[config.mk]
export PLATFORM = sky130hd
export DESIGN_NAME = fft_bf_ctrl
export DESIGN_NICKNAME = d
export VERILOG_FILES = /design/src/rtl/fft_pkg.sv /design/src/rtl/fft_bf_addr_gen.sv /design/src/rtl/fft_bf_ctrl.sv
export SDC_FILE = /design/constraint.sdc
export NUM_CORES = 1
export LEC_CHECK = 0
export CORE_UTILIZATION = 35
export DETAILED_ROUTE_END_ITERATION = 8
export GPL_TIMING_DRIVEN = 0
export HOLD_SLACK_MARGIN = 0.15
export MAX_ROUTING_LAYER = met4
export PLACE_DENSITY = 0.58
export SLEW_MARGIN = 0
export SYNTH_ARGS = -nofsm -noshare
export SYNTH_HDL_FRONTEND = slang
export SYNTH_SLANG_ARGS = --single-unit
[constraint.sdc]
create_clock -name clk -period 4.8 [get_ports clk]
set_input_delay 0.48 -clock clk [delete_from_list [all_inputs] [get_ports clk]]
set_output_delay 0.48 -clock clk [all_outputs]
set_load 0.02 [all_outputs]
[src/rtl/fft_pkg.sv]
// Shared FFT definitions: controller state encoding, default sizes and the
// butterfly pair / twiddle index mapping used by the controller, RAM and ROM.
package fft_pkg;

    localparam int FFT_N_DEF    = 512;
    localparam int FFT_LMAX_DEF = 9;

    typedef enum logic [2:0] {
        ST_IDLE,
        ST_READ,
        ST_WAIT,
        ST_WRITE,
        ST_NEXT,
        ST_DONE
    } bf_state_t;

    typedef struct packed {
        logic [31:0] add1;
        logic [31:0] add2;
        logic [31:0] tw;
    } bf_pair_t;

    // Butterfly j of stage s: inputs sit 2^s apart inside groups of 2^(s+1).
    function automatic bf_pair_t bf_pair(input logic [31:0] s, input logic [31:0] j,
                                         input logic [31:0] l_max);
        bf_pair_t    p;
        logic [31:0] low_mask;
        low_mask = (32'd1 << s) - 32'd1;
        p.add1   = ((j >> s) << (s + 32'd1)) + (j & low_mask);
        p.add2   = p.add1 + (32'd1 << s);
        p.tw     = (j & low_mask) << (l_max - 32'd1 - s);
        return p;
    endfunction

endpackage

[src/rtl/fft_bf_addr_gen.sv]
// Combinational (stage, butterfly) -> read pair and twiddle index mapping.
module fft_bf_addr_gen
    import fft_pkg::*;
#(
    parameter int L_max = FFT_LMAX_DEF
) (
    input  logic [3:0]       s,
    input  logic [L_max-2:0] j,
    output logic [L_max-1:0] add1,
    output logic [L_max-1:0] add2,
    output logic [L_max-2:0] tw_addr
);

    bf_pair_t pair;

    always_comb begin
        pair    = bf_pair(32'(s), 32'(j), 32'(L_max));
        add1    = L_max'(pair.add1);
        add2    = L_max'(pair.add2);
        tw_addr = (L_max-1)'(pair.tw);
    end

endmodule

[src/rtl/fft_bf_ctrl.sv]
// In-place radix-2 DIT FFT sequencer: read pair, wait for the butterfly
// datapath, write the pair back, advance; pulses wd_finish after the last stage.
module fft_bf_ctrl
    import fft_pkg::*;
#(
    parameter int N      = FFT_N_DEF,
    parameter int L_max  = FFT_LMAX_DEF,
    parameter int BF_LAT = 3
) (
    input  logic             clk,
    input  logic             rst,
    input  logic             initial_flag,
    output logic             rd_en,
    output logic [L_max-1:0] rd_add1,
    output logic [L_max-1:0] rd_add2,
    output logic [L_max-2:0] tw_addr,
    output logic             wr_en,
    output logic [L_max-1:0] wr_add1,
    output logic [L_max-1:0] wr_add2,
    output logic             wd_finish,
    output logic             busy,
    output logic [3:0]       stage
);

    localparam logic [L_max-2:0] J_LAST    = (L_max-1)'(N / 2 - 1);
    localparam logic [3:0]       S_LAST    = 4'(L_max - 1);
    localparam logic [3:0]       WAIT_LAST = 4'(BF_LAT - 2);

    bf_state_t        state_reg;
    logic [3:0]       s_reg;
    logic [L_max-2:0] j_reg;
    logic [3:0]       wait_cnt_reg;

    logic             rd_en_reg;
    logic [L_max-1:0] rd_add1_reg;
    logic [L_max-1:0] rd_add2_reg;
    logic [L_max-2:0] tw_addr_reg;
    logic             wr_en_reg;
    logic [L_max-1:0] wr_add1_reg;
    logic [L_max-1:0] wr_add2_reg;
    logic             wd_finish_reg;
    logic             busy_reg;
    logic [3:0]       stage_reg;

    logic [L_max-1:0] gen_add1;
    logic [L_max-1:0] gen_add2;
    logic [L_max-2:0] gen_tw;

    fft_bf_addr_gen #(
        .L_max(L_max)
    ) u_addr_gen (
        .s      (s_reg),
        .j      (j_reg),
        .add1   (gen_add1),
        .add2   (gen_add2),
        .tw_addr(gen_tw)
    );

    // Outputs are registered copies of the state one cycle behind, so the
    // read strobe appears the cycle after READ and the write strobe exactly
    // BF_LAT cycles after it.
    always_ff @(posedge clk or negedge rst) begin
        if (!rst) begin
            state_reg     <= ST_IDLE;
            s_reg         <= '0;
            j_reg         <= '0;
            wait_cnt_reg  <= '0;
            rd_en_reg     <= 1'b0;
            rd_add1_reg   <= '0;
            rd_add2_reg   <= '0;
            tw_addr_reg   <= '0;
            wr_en_reg     <= 1'b0;
            wr_add1_reg   <= '0;
            wr_add2_reg   <= '0;
            wd_finish_reg <= 1'b0;
            busy_reg      <= 1'b0;
            stage_reg     <= '0;
        end else begin
            rd_en_reg     <= (state_reg == ST_READ);
            wr_en_reg     <= (state_reg == ST_WRITE);
            wd_finish_reg <= (state_reg == ST_DONE);
            stage_reg     <= s_reg;

            if (state_reg == ST_READ) begin
                rd_add1_reg <= gen_add1;
                rd_add2_reg <= gen_add2;
                tw_addr_reg <= gen_tw;
            end
            if (state_reg == ST_WRITE) begin
                wr_add1_reg <= rd_add1_reg;
                wr_add2_reg <= rd_add2_reg;
            end

            case (state_reg)
                ST_IDLE: begin
                    if (initial_flag) begin
                        s_reg     <= '0;
                        j_reg     <= '0;
                        busy_reg  <= 1'b1;
                        state_reg <= ST_READ;
                    end
                end
                ST_READ: begin
                    wait_cnt_reg <= '0;
                    // With a single-cycle datapath there is nothing to wait for.
                    state_reg    <= (BF_LAT == 1) ? ST_WRITE : ST_WAIT;
                end
                ST_WAIT: begin
                    if (wait_cnt_reg == WAIT_LAST) begin
                        state_reg <= ST_WRITE;
                    end else begin
                        wait_cnt_reg <= wait_cnt_reg + 4'd1;
                    end
                end
                ST_WRITE: begin
                    state_reg <= ST_NEXT;
                end
                ST_NEXT: begin
                    if (j_reg != J_LAST) begin
                        j_reg     <= j_reg + 1'b1;
                        state_reg <= ST_READ;
                    end else if (s_reg != S_LAST) begin
                        s_reg     <= s_reg + 4'd1;
                        j_reg     <= '0;
                        state_reg <= ST_READ;
                    end else begin
                        state_reg <= ST_DONE;
                    end
                end
                ST_DONE: begin
                    busy_reg  <= 1'b0;
                    state_reg <= ST_IDLE;
                end
                default: begin
                    state_reg <= ST_IDLE;
                end
            endcase
        end
    end

    assign rd_en     = rd_en_reg;
    assign rd_add1   = rd_add1_reg;
    assign rd_add2   = rd_add2_reg;
    assign tw_addr   = tw_addr_reg;
    assign wr_en     = wr_en_reg;
    assign wr_add1   = wr_add1_reg;
    assign wr_add2   = wr_add2_reg;
    assign wd_finish = wd_finish_reg;
    assign busy      = busy_reg;
    assign stage     = stage_reg;

endmodule

======== Word-level counts from Yosys, hierarchy flattened ========
Cells that the tools add are included.
operators by class
  add/subtract/negate cells ............... 8
  eq/ne operators ......................... 14
  shift operators ......................... 4
  muxes and demuxes ....................... 17
  bitwise logic cells ..................... 1
  reduce and logical (&&, ||, !) cells .... 9
operators with widths
  operator                                            count
  bitwise AND 8 x 32 -> 32 bit                        1
  << shifter 1 x 4 -> 32 bit, first input constant    1
  << shifter 32 x 32 -> 8 bit                         1
  << shifter 32 x 32 -> 9 bit                         1
  >> shifter 8 x 4 -> 32 bit                          1
  subtractor 32 x 1 -> 32 bit, second input constant  1
  2-to-1 mux 8 bit                                    3
  adder 9 bit                                         2
  2-to-1 mux 4 bit                                    4
  case mux 4 bit (2 select lines)                     2
  case mux 8 bit (2 select lines)                     1
  case mux 3 bit (5 select lines)                     1
  2-to-1 mux 3 bit                                    4
  inequality test 2 bit, second input constant        5
  adder 4 x 1 -> 4 bit, second input constant         2
  adder 8 x 1 -> 8 bit, second input constant         1
  inequality test 8 bit, second input constant        1
  == test 3 x 2 -> 1 bit, second input constant       2
  == test 3 bit, second input constant                2
  AND reduction 2 bit                                 3
  nonzero test 2 bit                                  3
  adder 4 x 1 -> 5 bit, second input constant         1
  subtractor 4 x 4 -> 5 bit, first input constant     1
  == test 4 x 1 -> 1 bit, second input constant       1
  other kinds (8)                                     8
storage, ports and cells
  flip-flop bits (word level) ............. 71
  bits of input ports ..................... 3
  output and inout port bits .............. 52

======== Logic depth before layout (Yosys ltp) ========
  depth in word-level cells ............... 5
  depth in mapped cells ................... 24
  depth with buffers taken out ............ 22

======== Hierarchy ========
From an unflattened synthesis, not the netlist that was laid out.
unflattened totals
  cells, all modules ...................... 494
  area total of the unflattened synthesis .. 5022.3 µm²
modules (own cells, without submodules)
  module           times used  cells an instance  area an instance (µm²)  seq. area each (µm²)
  fft_bf_ctrl      1           216                2945.3                  1776.7
  fft_bf_addr_gen  1           278                2077.0                  0.0

======== Worst setup path before layout ========
OpenSTA, ideal clock, no wires.
  path kind ............................... reg2reg
  start ................................... register s_reg[0]
  end ..................................... register rd_add2_reg[8], in the netlist rd_add2[8]
  setup time .............................. 131 ps
  arrival ................................. 4560 ps
  data required time ...................... 4669 ps
  path slack .............................. 109 ps
  cell stages (with the launch flop) ...... 25
  path buffers ............................ 3
  clock period less this slack ............ 4691 ps
  cells stage by stage .................... dfrtp_1 -> buf_4 -> buf_2 -> clkinv_1 -> ha_1 -> clkbuf_1 -> clkinv_1 -> a21oi_1 -> a41oi_1 -> a22oi_1 -> nor2_1 -> ha_1 -> a21oi_1 -> o21bai_1 -> a21oi_1 -> o21bai_1 -> a21oi_1 -> xnor2_1 -> ha_1 -> nor3_1 -> o211ai_1 -> and4_1 -> o21ai_0 -> nor4_1 -> nand3b_1
between the ends
  longest elaborated chain between the ends .. 5
RTL lines
  item                          line                RTL
  start, declared               fft_bf_ctrl.sv:30   logic [3:0] s_reg;
  start signal, assigned        fft_bf_ctrl.sv:123  s_reg <= s_reg + 4'd1;
  << shifter 1 x 4 -> 32 bit    fft_pkg.sv:30       p.add2 = p.add1 + (32'd1 << s);
  subtractor 32 x 1 -> 32 bit   fft_pkg.sv:28       low_mask = (32'd1 << s) - 32'd1;
  bitwise AND 8 x 32 -> 32 bit  fft_pkg.sv:29       p.add1 = ((j >> s) << (s + 32'd1)) + (j & low_mask);
  adder 9 bit *                 fft_pkg.sv:29
  via gen_add1[7]               fft_bf_ctrl.sv:45   logic [L_max-1:0] gen_add1;
  adder 9 bit *                 fft_pkg.sv:30
  end signal, assigned          fft_bf_ctrl.sv:86   rd_add2_reg <= gen_add2;
  end, declared                 fft_bf_ctrl.sv:36   logic [L_max-1:0] rd_add2_reg;
The timed path passes the listed nets; every way through them passes the cells marked *.
A chain may end at the register's enable or synchronous reset.

======== Final worst setup path ========
  start ................................... register j_reg[3]
  end ..................................... register rd_add2_reg[8], in the netlist rd_add2[8]
between the ends
  longest elaborated chain between the ends .. 4
RTL lines
  item                         line                RTL
  start, declared              fft_bf_ctrl.sv:31   logic [L_max-2:0] j_reg;
  start signal, assigned       fft_bf_ctrl.sv:120  j_reg <= j_reg + 1'b1;
  >> shifter 8 x 4 -> 32 bit   fft_pkg.sv:29
  << shifter 32 x 32 -> 9 bit  fft_pkg.sv:29
  adder 9 bit *                fft_pkg.sv:29
  via gen_add1[6]              fft_bf_ctrl.sv:45
  adder 9 bit *                fft_pkg.sv:30
Marked as above.

==> Flow_metrics.wiki <==
{| class="wikitable"
! Metric !! Value
|-
| Startpoint kind of the worst setup timing path || flip-flop
|-
| First-pass DRT Iterations || 5
|-
| Kind of end point of the critical path || flip-flop
|-
| Fill cell total of the finished layout || 1271
|-
| Count of maximum capacitance violations || 0
|-
| Die ar. || 13900 um^2
|-
| Mean instance size in the synthesized netlist || around 9 um^2
|-
| Post-synth EDFFs || 0
|-
| Wire length of the first global-routing pass || about 22 mm
|-
| Required time of the critical path || about 5.0 ns
|-
| Setup-violating endpoint count in the final report || 0
|-
| Final count of pins violating max slew || 0
|-
| TritonCTS clock tree || yes
|-
| Internal power of the cells || between 1500 and 2000 uW
|-
| Initial detailed-routing violation count || ~200
|-
| Number of antenna violations at the first check in global routing || 0
|-
| Logic pwr share || 48.4%
|-
| Final critical path time including I/O delays and setup || between 4 and 5 ns
|-
| Total wire length || 13.3 mm
|-
| Relative contribution of the clock network to total power || a little under a quarter
|-
| Number of nets in the synthesized netlist || approximately 550
|-
| Net switching share of the total power || 40.7%
|-
| Worst setup skew after layout || 0.0106 ns
|-
| Yosys Warn Count || 0
|-
| Static leakage || around 0.0026 uW
|-
| Half-perimeter wire length after detailed placement || ~10 mm
|-
| Global route total overflow || 0
|-
| Flops & latches, synth || 71
|-
| Total global routing track utilization || between 20% and 30%
|-
| Layout Utilization || between 40% and 50%
|-
| Seq/Total Area, Yosys || a little under two fifths
|-
| Critical Path Fanout Max || 10
|-
| Power per cell area || between 500 and 600 nW/um^2
|-
| Number of top-level pins || 55
|-
| Via Count || between 4000 and 5000
|-
| Average detailed-routed wire length per instance || roughly 17 um
|-
| Async set or reset register ratio after synthesis || between 90% and 100%
|-
| Hold Slack || ~0.26 ns
|-
| Number of buffers created by CTS || 9
|-
| Switching power summed over all nets || about 1200 uW
|-
| Share of layout cells above drive strength 1 || between 10% and 20%
|-
| Design Power || roughly 3000 uW
|-
| Post-detailed-placement cell area || approximately 5400 um^2
|-
| Unrepaired setup endpoints after global routing || false
|-
| Placeable core region || around 13000 um^2
|-
| Worst-margin pin slew || 0.893 ns
|-
| Hold crit path type || in2async
|-
| Die width || about 120 um
|-
| Clock-pin transition on the worst setup and hold timing paths || 0.06 ns
|-
| Pin count of the biggest net entering global routing || 72
|-
| Library cells used by synthesis || 66
|-
| Synthesized area || 4690 um^2
|-
| I/O Buffers || 54
|-
| Post-route standard cell area excluding fillers || 5890 um^2
|-
| Via count of the first global-routing pass || ~4000
|-
| Clock tree buffer depth || 2
|-
| Fmax || 219 MHz
|-
| Ratio of final minimum period to clock period || between 90% and 100%
|-
| Pre-CTS worst setup slack || -1.27 ns
|-
| Clock latency reported for the late side of the worst-skew pair || 0.35 ns
|-
| Total of hold buffers inserted after clock tree synthesis || 0
|-
| Biggest area consumer among synthesized cells || sky130_fd_sc_hd__dfrtp_1
|-
| N_diodes || 0
|-
| Count leader, synth || sky130_fd_sc_hd__dfrtp_1
|-
| Maximum vdd drop || ~0.18 mV
|-
| Data arrival time of the critical path || 4.77 ns
|-
| Area contributors post-synth || sky130_fd_sc_hd__dfrtp_1 (38%), sky130_fd_sc_hd__ha_1 (7.5%), sky130_fd_sc_hd__mux2_2 (5.5%)
|-
| Post-detailed-route via-to-cell ratio || about 5.4
|-
| Gate count after technology mapping || 520
|-
| Number of endpoints with negative hold slack in the final report || 0
|-
| Share of the synthesized area in the top cell type || between 30% and 40%
|-
| Commonest register cell after synthesis || sky130_fd_sc_hd__dfrtp_1
|-
| Root buffer cell || sky130_fd_sc_hd__clkbuf_16
|-
| Antenna-violating nets left || 0
|-
| H-tree depth || 3
|-
| Clock sink total || roughly 70
|-
| Slew margin rel. || 40.5%
|-
| Height of the die || around 120 um
|-
| Number of core rows || roughly 40
|-
| Worst path setup slack after routing || around 0.24 ns
|-
| Area growth, synth to finish || 25.7%
|-
| Outcome || finished clean
|-
| Category of the critical setup timing path || reg2reg
|-
| Initial standard-cell utilization of the core || between 30% and 40%
|-
| Final net count || between 600 and 700
|-
| Final RePlAce weighted congestion || about 0.94
|-
| Most instantiated cells after synthesis || sky130_fd_sc_hd__dfrtp_1 (71), sky130_fd_sc_hd__nand2_1 (65), sky130_fd_sc_hd__nor2_1 (38)
|-
| Part of the total power dissipated in sequential elements || between 20 and 30%
|-
| Residual DRC || 0
|}
## per-stage QoR
stage | std cells | setup TNS, ns
after global placement | 746 | -5.42
after floorplan | 520 | 0
after global routing | 763 | 0
after CTS | 760 | 0
after detailed placement | 746 | -4.77
final | 763 | 0
## metal layers
metal	track usage [%]	wire (um)	up-vias
li1	-	-	1999
met1	26.3	6160	1976
met2	31.8	6200	113
met3	4.99	572	24
met4	8.41	385	0
met5	-	0	-
## layout by cell type, fill, tap and decap left out, types with 7 or more instances in the layout
cell type	n
sky130_fd_sc_hd__clkdlybuf4s50_1	53
sky130_fd_sc_hd__mux2i_1	10
sky130_fd_sc_hd__o21ai_0	31
sky130_fd_sc_hd__nor3_1	12
sky130_fd_sc_hd__dfrtp_1	68
sky130_fd_sc_hd__clkbuf_1	17
sky130_fd_sc_hd__nor2b_1	7
sky130_fd_sc_hd__mux2_2	23
sky130_fd_sc_hd__xnor2_1	13
sky130_fd_sc_hd__buf_4	7
sky130_fd_sc_hd__nor2_1	38
sky130_fd_sc_hd__a21o_1	9
sky130_fd_sc_hd__a21oi_1	21
sky130_fd_sc_hd__and2_1	11
sky130_fd_sc_hd__clkbuf_16	9
sky130_fd_sc_hd__nand3_1	16
sky130_fd_sc_hd__ha_1	27
sky130_fd_sc_hd__nand4_1	7
sky130_fd_sc_hd__inv_1	20
sky130_fd_sc_hd__nand2_1	65
## logic make-up (layout without fill, tap and decap cells)
group                    count (synthesis)  after routing  synth area share, %
XOR/XNOR                                19             19                 3.55
AO/OA/AOI/OAI                          123            123                 17.4
buffers and inverters                   55            126                 4.80
flip-flops                              71             71                 37.9
AND/OR/NAND/NOR                        186            186                 19.1
adder cells (fa/ha/maj)                 30             30                 8.33
multiplexers                            36             36                 8.92
## critical path, stage by stage, from the launching register on
cell and delay, ns:
sky130_fd_sc_hd__dfrtp_1 0.51, sky130_fd_sc_hd__mux4_1 0.55, sky130_fd_sc_hd__mux2_2 0.31, sky130_fd_sc_hd__and2_1 0.21
sky130_fd_sc_hd__mux2i_4 0.23, sky130_fd_sc_hd__nor3_4 0.08, sky130_fd_sc_hd__buf_4 0.14, sky130_fd_sc_hd__fa_1 0.45
sky130_fd_sc_hd__a21o_1 0.21, sky130_fd_sc_hd__a211oi_2 0.26, sky130_fd_sc_hd__o21bai_1 0.12, sky130_fd_sc_hd__xor2_1 0.18
sky130_fd_sc_hd__ha_1 0.26, sky130_fd_sc_hd__nor3_1 0.15, sky130_fd_sc_hd__o211ai_1 0.14, sky130_fd_sc_hd__and4_1 0.23
sky130_fd_sc_hd__o21ai_1 0.15, sky130_fd_sc_hd__nor4_1 0.06, sky130_fd_sc_hd__nand3b_1 0.17
## worst paths after layout
| kind | startpoint | end | slack [ns] | depth (start not counted) |
|---|---|---|---|---|
| setup / recovery | j_reg[3] | rd_add2[8] | 0.24 | 18 |
| hold / removal | rst | wr_add2[0] | 0.26 | 1 |
| setup reg to reg | j_reg[3] | rd_add2[8] | 0.24 | 18 |
| hold reg to reg | tw_addr[4] | tw_addr[4] | 0.48 | 2 |
| max in group asynchronous | rst | s_reg[2] | 3.91 | 1 |
| min in group clk | tw_addr[4] | tw_addr[4] | 0.48 | 2 |
## power by group through the flow
stage	logic, uW	registers (uW)	clock network, uW
after floorplan	784	958	0
after global placement	1380	852	0
after detailed placement	1390	860	0
after CTS	1440	851	737
after global routing	1610	873	760
final	1470	848	719
## area by class of cell
cell class	count	area, um^2	area share [%]
Inverter	25	104	1.76
Clock inverter	5	83.8	1.42
Buffer	28	145	2.46
Clock buffer	10	229	3.89
Sequential cell	71	1780	30.2
Tap cell	172	215	3.65
Timing Repair Buffer	58	568	9.64
Multi-Input combinational cell	394	2770	47.0
## repair_timing
item                       4_1_cts  5_1_grt
pin swaps                        1        3
setup buffers                    0        4
gates resized for setup         18       15
setup endpoints to repair        9        2
hold endpoints to repair         0        0
No activity file was read; power rests on OpenSTA's default activity.
